==> src/rtl/calc1_sb_pkg.sv <==
// Shared encodings, FSM state type and port count for the calc1 scoreboard.
// Optional console trace: CALC1_SB_DISPLAY_EN (see calc1_sb_port).
package calc1_sb_pkg;

  localparam int NUM_PORTS = 4;

  typedef enum logic [3:0] {
    CMD_NOP = 4'd0,
    CMD_ADD = 4'd1,
    CMD_SUB = 4'd2,
    CMD_SHL = 4'd5,
    CMD_SHR = 4'd6
  } cmd_t;

  typedef enum logic [1:0] {
    RESP_NONE = 2'd0,
    RESP_OK   = 2'd1,
    RESP_INV  = 2'd2,
    RESP_ERR  = 2'd3
  } resp_t;

  typedef enum logic {
    IDLE = 1'b0,
    WAIT = 1'b1
  } state_t;

  // Number of ports other than 'self' completing this edge (0..NUM_PORTS-1).
  function automatic logic [1:0] other_count(input logic [NUM_PORTS-1:0] cmp, input int self);
    logic [2:0] n;
    n = '0;
    for (int i = 0; i < NUM_PORTS; i++) begin
      if (i != self && cmp[i]) n = n + 3'd1;
    end
    return n[1:0];
  endfunction

endpackage

==> src/rtl/calc1_sb_port.sv <==
// Per-port tracker: IDLE/WAIT FSM, latency, completion count, starvation and sticky errors.
// Registered outputs, completion strobe is combinational; CALC1_SB_DISPLAY_EN adds a console trace.
module calc1_sb_port
  import calc1_sb_pkg::*;
#(
  parameter int LAT_W      = 8,
  parameter int CNT_W      = 16,
  parameter int TIMEOUT    = 200,
  parameter int STARVE_LIM = 8
`ifdef CALC1_SB_DISPLAY_EN
  ,
  parameter int PORT_ID    = 1
`endif
) (
  input  logic             clk,
  input  logic             reset,
  input  logic             test_change,
  input  logic [3:0]       cmd,
  input  logic [1:0]       resp,
  input  logic [1:0]       other_cmp,
  output logic             busy,
  output logic             cmp,
  output logic             err_proto,
  output logic             err_timeout,
  output logic             err_starve,
  output logic [LAT_W-1:0] max_lat,
  output logic [CNT_W-1:0] done_cnt
);

  // Headroom so one edge of up to three other completions cannot wrap past the limit.
  localparam int STV_W = $clog2(STARVE_LIM + 4);

  state_t             state, state_nxt;
  logic [LAT_W-1:0]   lat, lat_nxt, lat_inc, max_lat_nxt;
  logic [CNT_W-1:0]   done_nxt;
  logic [STV_W-1:0]   starve, starve_nxt, starve_sat;
  logic [STV_W:0]     starve_sum;
  logic               proto_nxt, tmo_nxt, stv_nxt;
  logic               has_cmd, has_resp, timeout_hit, starve_hit;

  assign has_cmd     = (cmd != CMD_NOP);
  assign has_resp    = (resp != RESP_NONE);
  assign lat_inc     = (lat == {LAT_W{1'b1}}) ? lat : lat + LAT_W'(1);
  assign timeout_hit = ((32'(lat) + 32'd1) == 32'(TIMEOUT));
  assign starve_sum  = {1'b0, starve} + (STV_W + 1)'(other_cmp);
  assign starve_sat  = starve_sum[STV_W] ? {STV_W{1'b1}} : starve_sum[STV_W-1:0];
  assign starve_hit  = (32'(starve_sat) >= 32'(STARVE_LIM));
  assign busy        = (state == WAIT);

  always_comb begin
    state_nxt   = state;
    lat_nxt     = lat;
    max_lat_nxt = max_lat;
    done_nxt    = done_cnt;
    starve_nxt  = starve;
    proto_nxt   = err_proto;
    tmo_nxt     = err_timeout;
    stv_nxt     = err_starve;
    cmp         = 1'b0;
    case (state)
      IDLE: begin
        if (has_resp) proto_nxt = 1'b1;
        if (has_cmd) begin
          state_nxt  = WAIT;
          lat_nxt    = '0;
          starve_nxt = '0;
        end
      end
      WAIT: begin
        if (has_resp) begin
          // Recorded latency is lat+1: edges since the issue edge.
          cmp      = 1'b1;
          done_nxt = done_cnt + CNT_W'(1);
          if (lat_inc > max_lat) max_lat_nxt = lat_inc;
          if (has_cmd) lat_nxt = '0;
          else         state_nxt = IDLE;
        end else begin
          lat_nxt    = lat_inc;
          starve_nxt = starve_sat;
          if (timeout_hit) tmo_nxt   = 1'b1;
          if (starve_hit)  stv_nxt   = 1'b1;
          if (has_cmd)     proto_nxt = 1'b1;
        end
      end
      default: state_nxt = IDLE;
    endcase
    // Test boundary: statistics restart, in-flight tracking survives.
    if (test_change) begin
      max_lat_nxt = '0;
      done_nxt    = '0;
      starve_nxt  = '0;
      proto_nxt   = 1'b0;
      tmo_nxt     = 1'b0;
      stv_nxt     = 1'b0;
    end
  end

  always_ff @(posedge clk) begin
    if (reset) begin
      state       <= IDLE;
      lat         <= '0;
      max_lat     <= '0;
      done_cnt    <= '0;
      starve      <= '0;
      err_proto   <= 1'b0;
      err_timeout <= 1'b0;
      err_starve  <= 1'b0;
    end else begin
      state       <= state_nxt;
      lat         <= lat_nxt;
      max_lat     <= max_lat_nxt;
      done_cnt    <= done_nxt;
      starve      <= starve_nxt;
      err_proto   <= proto_nxt;
      err_timeout <= tmo_nxt;
      err_starve  <= stv_nxt;
    end
  end

`ifdef CALC1_SB_DISPLAY_EN
  always @(posedge clk) begin
    if (!reset) begin
      if (cmp && !test_change)
        $display("%0t calc1_sb port %0d: completion resp=%0d lat=%0d", $time, PORT_ID, resp, lat_inc);
      if (proto_nxt && !err_proto)
        $display("%0t calc1_sb port %0d: protocol error resp=%0d lat=%0d", $time, PORT_ID, resp, lat);
      if (tmo_nxt && !err_timeout)
        $display("%0t calc1_sb port %0d: timeout resp=%0d lat=%0d", $time, PORT_ID, resp, lat_inc);
      if (stv_nxt && !err_starve)
        $display("%0t calc1_sb port %0d: starvation resp=%0d lat=%0d", $time, PORT_ID, resp, lat_inc);
    end
  end
`endif

endmodule

==> src/rtl/calc1_scoreboard.sv <==
// Passive calc1 monitor: four per-port trackers plus cross-port completion counting for fairness.
// Never drives the DUV; CALC1_SB_DISPLAY_EN enables the per-port console trace.
module calc1_scoreboard
  import calc1_sb_pkg::*;
#(
  parameter int LAT_W      = 8,
  parameter int CNT_W      = 16,
  parameter int TIMEOUT    = 200,
  parameter int STARVE_LIM = 8
) (
  input  logic                   c_clk,
  input  logic                   reset,
  input  logic                   test_change,
  input  logic [15:0]            req_cmd_bus,
  input  logic [7:0]             out_resp_bus,
  output logic [3:0]             busy,
  output logic [3:0]             err_proto,
  output logic [3:0]             err_timeout,
  output logic [3:0]             err_starve,
  output logic [4*LAT_W-1:0]     max_lat_bus,
  output logic [4*CNT_W-1:0]     done_cnt_bus
);

  logic [NUM_PORTS-1:0]      cmp;
  logic [NUM_PORTS-1:0][1:0] other;

  always_comb begin
    for (int p = 0; p < NUM_PORTS; p++) other[p] = other_count(cmp, p);
  end

  for (genvar p = 0; p < NUM_PORTS; p++) begin : g_port
    calc1_sb_port #(
      .LAT_W      (LAT_W),
      .CNT_W      (CNT_W),
      .TIMEOUT    (TIMEOUT),
      .STARVE_LIM (STARVE_LIM)
`ifdef CALC1_SB_DISPLAY_EN
      ,
      .PORT_ID    (p + 1)
`endif
    ) u_port (
      .clk         (c_clk),
      .reset       (reset),
      .test_change (test_change),
      .cmd         (req_cmd_bus[4*p +: 4]),
      .resp        (out_resp_bus[2*p +: 2]),
      .other_cmp   (other[p]),
      .busy        (busy[p]),
      .cmp         (cmp[p]),
      .err_proto   (err_proto[p]),
      .err_timeout (err_timeout[p]),
      .err_starve  (err_starve[p]),
      .max_lat     (max_lat_bus[LAT_W*p +: LAT_W]),
      .done_cnt    (done_cnt_bus[CNT_W*p +: CNT_W])
    );
  end

endmodule
==> config.mk <==
export PLATFORM = sky130hd
export DESIGN_NAME = calc1_scoreboard
export DESIGN_NICKNAME = d
export VERILOG_FILES = /design/src/rtl/calc1_sb_pkg.sv /design/src/rtl/calc1_sb_port.sv /design/src/rtl/calc1_scoreboard.sv
export SDC_FILE = /design/constraint.sdc
export NUM_CORES = 1
export LEC_CHECK = 0
export ABC_CLOCK_PERIOD_IN_PS = 6000
export CAP_MARGIN = 20
export CORE_MARGIN = 2
export CORE_UTILIZATION = 59
export DETAILED_ROUTE_END_ITERATION = 8
export PLACE_DENSITY = 0.86
export SLEW_MARGIN = 20
export SYNTH_ARGS = -nofsm -noshare
export SYNTH_HDL_FRONTEND = slang
export SYNTH_HIERARCHICAL = 1
export SYNTH_SLANG_ARGS = --single-unit
==> constraint.sdc <==
create_clock -name c_clk -period 6 [get_ports c_clk]
set_clock_uncertainty 0.2 [all_clocks]
set_input_delay 0.6 -clock c_clk [delete_from_list [all_inputs] [get_ports c_clk]]
set_output_delay 0.6 -clock c_clk [all_outputs]
set_load 0.02 [all_outputs]
==> metrics.md, run 1 <==
| Metric | Value |
|---|---|
| Die area | `roughly 0.016 sq mm` |
| Largest net degree at the start of global routing | `between 40 and 50` |
| N_diodes | `0` |
| Die height | `between 100 and 150 um` |
| Leakage | `4.08 nW` |
| Slowest CP cell | `or3b_2` |
| I/O pin count | `roughly 140` |
| Post-synth top area share | `a little over a third` |
| Port bufs | `approximately 140` |
| Relative slew slack | `a little over half` |
| Hold slack | `~0.25 ns` |
| GP Congestion | `0.850` |
| HP Class | `reg2reg` |
| Worst EP arrival | `roughly 3.6 ns` |
| Largest cells by area after synthesis | `dfxtp_1 36%, ha_1 9.3%, nor2_1 6.3%` |
| Metal3 WL | `1310 um` |
| Antenna Nets Post-Route | `0` |
| Achievable Freq | `284 MHz` |
| Tcrit/Tclk final | `58.6%` |
| Per-cell routed wire length | `~15 um` |
| Slew of the pin with the lowest slew margin | `0.680 ns` |
| Data required, critical path | `~6.1 ns` |
| EDFF count, synth | `0` |
| DR DRC count | `0` |
| Final HPWL DP | `roughly 14000 um` |
| Inst Count DP | `1347` |
| Outcome | `completed` |
| Sequential element share of the synthesized area | `36.0%` |
| Antenna violations before repair | `0` |
| Synth area leader | `dfxtp_1` |
| Met2 wire length | `between 9000 and 10000 um` |
| Post-Syn Instances | `approximately 1100` |
| Core Region | `about 0.015 sq mm` |
| Drt first pass iters | `5` |
| Final hold vios | `0` |
| # Post-CTS Setup Buffers | `0` |
| GRT overflow | `0` |
| Top layer in use | `met4` |
| Area grow syn2layout | `22.4%` |
| # nets final | `approximately 1300` |
| DRT iter0 DRCs | `around 560` |
| PwrDens | `around 220 mW/mm^2` |
| Slew Limit Fails | `0` |
| Syn nets | `about 1200` |
| Most frequent cells in the layout | `160 x dfxtp_1, 148 x nor2_1, 138 x clkdlybuf4s50_1, 96 x a21oi_1, 66 x ha_1` |
| Crit path launch type | `input pin` |
| Vias post-DR | `roughly 8000` |
| Yosys Warn Count | `6` |
| Hold buffers post-CTS | `0` |
| Minimum clock period | `about 3.5 ns` |
| Critical path endpoint category | `register` |
| CP delay by family, top | `adder cells` |
| Commonest non-fill, non-tap cell in the layout | `dfxtp_1` |
| Routed WL | `between 20000 and 25000 um` |
| Drt via density | `just under 6` |
| Worst-case clock buffer depth | `2` |
| Unrepaired setup endpoints after global routing | `false` |
| Post-Route M1 WL | `roughly 9300 um` |
| Post_cts resized | `0` |
| Asr flop ratio synth | `0%` |
| Die width | `127 um` |
| H-tree depth | `4` |
| Critical Path Fanout Max | `10` |
| CTS Sinks | `160` |
| Synth Register Bits | `160` |
| Share of layout cells above drive strength 1 | `~6%` |
| First-pass GRT wire length | `33600 um` |
| Cell variety after synth | `between 40 and 50` |
| Initial core utilization | `between 60% and 70%` |
| Maxcap violations | `0` |
| Ys flop type | `dfxtp_1` |
| Final worst-path setup slack | `between 2 and 2.5 ns` |
| Root buffer cell | `clkbuf_16` |
| WP buf/inv | `4` |
| Max rail drop VDD | `around 0.00023 V` |
| Total track usage | `between 20% and 30%` |
| Clk_lat worst skew | `0.43 ns` |
| Synth Area per Inst | `between 8 and 9 sq um` |
| Mapped Area | `0.00889 sq mm` |
| CTS tree | `done` |
| Clock Pin Slew Worst Setup and Hold Paths | `roughly 0.06 ns` |
| Setup slack at placement | `2.04 ns` |
| CTS Buf Count | `17` |
| Final number of setup-violating endpoints | `0` |
| Row cnt | `44` |
| Setup_tns | `0 ns` |
| CP peak stage delay | `approximately 0.46 ns` |
| Post-Layout Cell Count | `between 1000 and 1500` |
| Critical path class | `in2reg` |
| Worst-path cell chain | `clkdlybuf4s50_1, nor2_1, inv_1, ha_1, inv_1, ha_1, xor2_1, ha_1, inv_1, fa_1, or3b_2, a21oi_1, nor2_1` |
| Number of global-route vias before repair | `between 7000 and 8000` |
[area by class of cell]
type | count | area (sq um)
Clock buffer | 22 | 474
Clock inverter | 9 | 133
Fill cell | 1082 | 3770
Inverter | 58 | 218
Multi-Input combinational cell | 806 | 5230
Sequential cell | 160 | 3200
Tap cell | 184 | 230
Timing Repair Buffer | 139 | 1390
[cells in the mapped netlist (all sizes together) (17+ instances only)]
cell type and instances:
ha 66, inv 58, and3 28, clkbuf 32, or3 20, a21oi 96, buf 17, xnor2 28
nand2 60, xor2 44, and2 20, a22oi 32, nand3 56, dfxtp 160, nor2 148, o21ai 60
nand4 20
[worst paths after layout]
path / cells after the start / end / slack (ns) / from
max: 13 / g_port[0].u_port/starve[2]$_SDFFE_PP0P_ / 2.48 / out_resp_bus[5]
min: 2 / g_port[2].u_port/err_timeout$_SDFFE_PP0P_ / 0.25 / g_port[2].u_port/err_timeout$_SDFFE_PP0P_
max reg2reg: 10 / g_port[2].u_port/max_lat[3]$_SDFFE_PP0P_ / 2.66 / g_port[2].u_port/lat[0]$_SDFF_PP0_
min reg2reg: 2 / g_port[2].u_port/err_timeout$_SDFFE_PP0P_ / 0.25 / g_port[2].u_port/err_timeout$_SDFFE_PP0P_
[report_power, final]
part           leakage, nW  switching [W]  internal [W]
Sequential            1.29      0.0000115       0.00107
Combinational         2.50       0.000101     0.0000716
Clock                0.280       0.000425      0.000684
Total                 4.08       0.000538       0.00183
[cell families (layout without fill, tap and decap cells)]
family                     count (synthesis)  in the layout  synth area share [%]
muxes                                     24             24                  3.21
buffers and inverters                    107            228                  5.11
DFF                                      160            160                  36.0
AOI/OAI and AO/OA                        228            228                  15.3
xor gates and xnor gates                  72             72                  7.10
adders and majority gates                 70             70                  10.2
and+or+nand+nor                          412            412                  23.0
[worst min-delay path: stages, from the launching register on]
cell and delay, ns:
dfxtp_1 0.32, nand2_1 0.04, o21ai_0 0.05
[registers in the layout, summed over array words and instances, names as in the netlist]
register and count:
g_port.u_port/lat 32, g_port.u_port/max_lat 32, g_port.u_port/err_proto 4, g_port.u_port/starve 16, g_port.u_port/busy 4, g_port.u_port/err_timeout 4, g_port.u_port/done_cnt 64, g_port.u_port/err_starve 4
[metrics by stage]
| step | util, % | power (W) | instance area (sq um) |
|---|---|---|---|
| finish | 74.3 | 0.00237 | 10900 |
| global route | 74.3 | 0.00245 | 10900 |
| CTS | 74.3 | 0.00238 | 10900 |
| detailed placement | 70.1 | 0.00128 | 10300 |
| global placement | 70.1 | 0.00127 | 10300 |
| floorplan | - | 0.00122 | 8890 |
[metal layers]
metal | track usage (%) | vias up
met1 | 33.7 | 3737
li1 | - | 3946
met3 | 5.86 | 25
met2 | 40.4 | 257
met4 | 7.37 | 0
met5 | 0 | -
No activity file was read; power rests on OpenSTA's default activity.
==> run 2, diff against run 1 <==
--- a/config.mk
+++ b/config.mk
@@ -5,12 +5,12 @@
 export SDC_FILE = /design/constraint.sdc
 export NUM_CORES = 1
 export LEC_CHECK = 0
-export ABC_CLOCK_PERIOD_IN_PS = 6000
+export ABC_CLOCK_PERIOD_IN_PS = 3640
 export CAP_MARGIN = 20
 export CORE_MARGIN = 2
-export CORE_UTILIZATION = 59
+export CORE_UTILIZATION = 55
 export DETAILED_ROUTE_END_ITERATION = 8
-export PLACE_DENSITY = 0.86
+export PLACE_DENSITY = 0.81
 export SLEW_MARGIN = 20
 export SYNTH_ARGS = -nofsm -noshare
 export SYNTH_HDL_FRONTEND = slang
==> constraint.sdc (replaced) <==
create_clock -name c_clk -period 3.64 [get_ports c_clk]
set_clock_uncertainty 0.2 [all_clocks]
set_input_delay 0.364 -clock c_clk [delete_from_list [all_inputs] [get_ports c_clk]]
set_output_delay 0.364 -clock c_clk [all_outputs]
set_load 0.02 [all_outputs]
==> metrics.md, run 2 (synthesis gave the netlist of run 1 again) <==
| Metric | Value |
|---|---|
| # Post-CTS Setup Buffers | `0` |
| GP Congestion | `around 0.83` |
| Drt first pass iters | `5` |
| Routed WL | `~21000 um` |
| Core Region | `between 0.015 and 0.02 sq mm` |
| Clock Pin Slew Worst Setup and Hold Paths | `about 0.060 ns` |
| HP Class | `reg2reg` |
| Post_cts resized | `0` |
| H-tree depth | `4` |
| Achievable Freq | `302 MHz` |
| Setup_tns | `0 ns` |
| Die width | `around 130 um` |
| Drt via density | `between 5 and 6` |
| Die height | `~130 um` |
| Total track usage | `between 20 and 25%` |
| CTS Buf Count | `17` |
| Crit path launch type | `register` |
| Largest net degree at the start of global routing | `31` |
| Tcrit/Tclk final | `between 90% and 100%` |
| Number of global-route vias before repair | `roughly 7400` |
| Clk_lat worst skew | `roughly 0.43 ns` |
| CTS Sinks | `between 150 and 200` |
| Leakage | `~4.2 nW` |
| Data required, critical path | `approximately 3.8 ns` |
| Worst-path cell chain | `ha_1, and2_4, or3_1, mux2_4, ha_1, a21oi_1, o21ai_1, o31ai_2, o21ai_0, a21oi_1` |
| Critical Path Fanout Max | `9` |
| Port bufs | `about 140` |
| Filler Cell Count | `between 1000 and 1500` |
| N_diodes | `0` |
| Most frequent cells in the layout | `160 x dfxtp_1, 148 x nor2_1, 138 x clkdlybuf4s50_1, 96 x a21oi_1, 66 x ha_1` |
| GRT overflow | `0` |
| Root buffer cell | `clkbuf_16` |
| Per-cell routed wire length | `14.6 um` |
| Vias post-DR | `between 7000 and 8000` |
| Critical path class | `reg2reg` |
| Antenna Nets Post-Route | `0` |
| Worst EP arrival | `about 3.5 ns` |
| Antenna violations before repair | `0` |
| DR DRC count | `0` |
| CTS tree | `done` |
| Design Area, Final | `approximately 0.011 sq mm` |
| Max FFs per register | `64` |
| Share of layout cells above drive strength 1 | `under 10%` |
| Max rail drop VDD | `between 0.0003 and 0.0004 V` |
| Top Registers | `g_port.u_port/done_cnt: 64 flops, g_port.u_port/lat: 32 flops, g_port.u_port/max_lat: 32 flops` |
| Unrepaired setup endpoints after global routing | `false` |
| PwrDens | `roughly 370 mW/mm^2` |
| Die area | `0.0172 sq mm` |
| First-pass GRT wire length | `34700 um` |
| Row cnt | `between 40 and 50` |
| Top reg by flops | `g_port.u_port/done_cnt` |
| Slew of the pin with the lowest slew margin | `around 0.66 ns` |
| Footprint of the multi-input gates | `around 0.0052 sq mm` |
| Critical path endpoint category | `register` |
| Util after Layout | `69.8%` |
| Post-Place Cell Area | `0.0104 sq mm` |
| Slowest CP cell | `o31ai_2` |
| Final HPWL DP | `14400 um` |
| Outcome | `completed` |
| Final hold vios | `0` |
| Area grow syn2layout | `24.3%` |
| DRT iter0 DRCs | `approximately 470` |
| # nets final | `1288` |
| Hold buffers post-CTS | `0` |
| CP peak stage delay | `a little over 0.6 ns` |
| Slew Limit Fails | `0` |
| Worst-case clock buffer depth | `2` |
| I/O pin count | `between 100 and 150` |
| Minimum clock period | `roughly 3.3 ns` |
| Initial core utilization | `between 50% and 60%` |
| Maxcap violations | `0` |
| Storage element area | `about 0.0032 sq mm` |
| Final number of setup-violating endpoints | `0` |
| Commonest non-fill, non-tap cell in the layout | `dfxtp_1` |
| Relative slew slack | `55.4%` |
==> run 2: cell type report <==
type	instances	share of cell area, %
multi-input combinational	806	47.4
sequential	160	29.0
timing repair buffer	148	13.2
clock buffer	23	4.42
tap	216	2.45
inverter	58	1.97
clock inverter	9	1.61
==> run 2: power breakdown <==
group / internal (W) / switching (W) / total (W)
Combinational: 0.000124 / 0.000173 / 0.000297
Sequential: 0.00177 / 0.0000185 / 0.00179
Clock: 0.00129 / 0.000728 / 0.00202
==> run 2: worst max-delay path: cells and delay by family (launching register included) <==
family                   cells  cell delay, ns
AO/OA/AOI/OAI                5            1.24
adder cells (fa/ha/maj)      2            0.57
flip-flops                   1            0.36
multiplexers                 1            0.29
AND/OR/NAND/NOR              2            0.57
==> run 2: path summary, 6_finish.rpt <==
check / startpoint / to / slack [ns] / cells after the start
hold reg to reg: g_port[3].u_port/err_timeout$_SDFFE_PP0P_ / g_port[3].u_port/err_timeout$_SDFFE_PP0P_ / 0.26 / 2
setup reg to reg: g_port[2].u_port/lat[0]$_SDFF_PP0_ / g_port[2].u_port/max_lat[3]$_SDFFE_PP0P_ / 0.33 / 10
setup / recovery: g_port[2].u_port/lat[0]$_SDFF_PP0_ / g_port[2].u_port/max_lat[3]$_SDFFE_PP0P_ / 0.33 / 10
hold / removal: g_port[3].u_port/err_timeout$_SDFFE_PP0P_ / g_port[3].u_port/err_timeout$_SDFFE_PP0P_ / 0.26 / 2
==> run 2: per-layer routing <==
layer / vias up / wire [um] / track usage (%)
met3: 28 / 1400 / 6.79
li1: 3977 / - / -
met4: 0 / 366 / 7.97
met5: - / 0 / 0
met1: 3753 / 9480 / 30.9
met2: 200 / 9430 / 39.0
==> run 2: per-stage QoR <==
stage | total power, W | worst slack [ns] | cells | hold WS [ns]
floorplan | 0.00201 | 0.598 | 1073 | 0.282
global placement | 0.00211 | 0.284 | 1388 | 0.240
detailed placement | 0.00212 | 0.208 | 1388 | 0.248
CTS | 0.00413 | 0.317 | 1420 | 0.261
global route | 0.00423 | 0.0887 | 1420 | 0.295
finish | 0.00410 | 0.327 | 1420 | 0.255
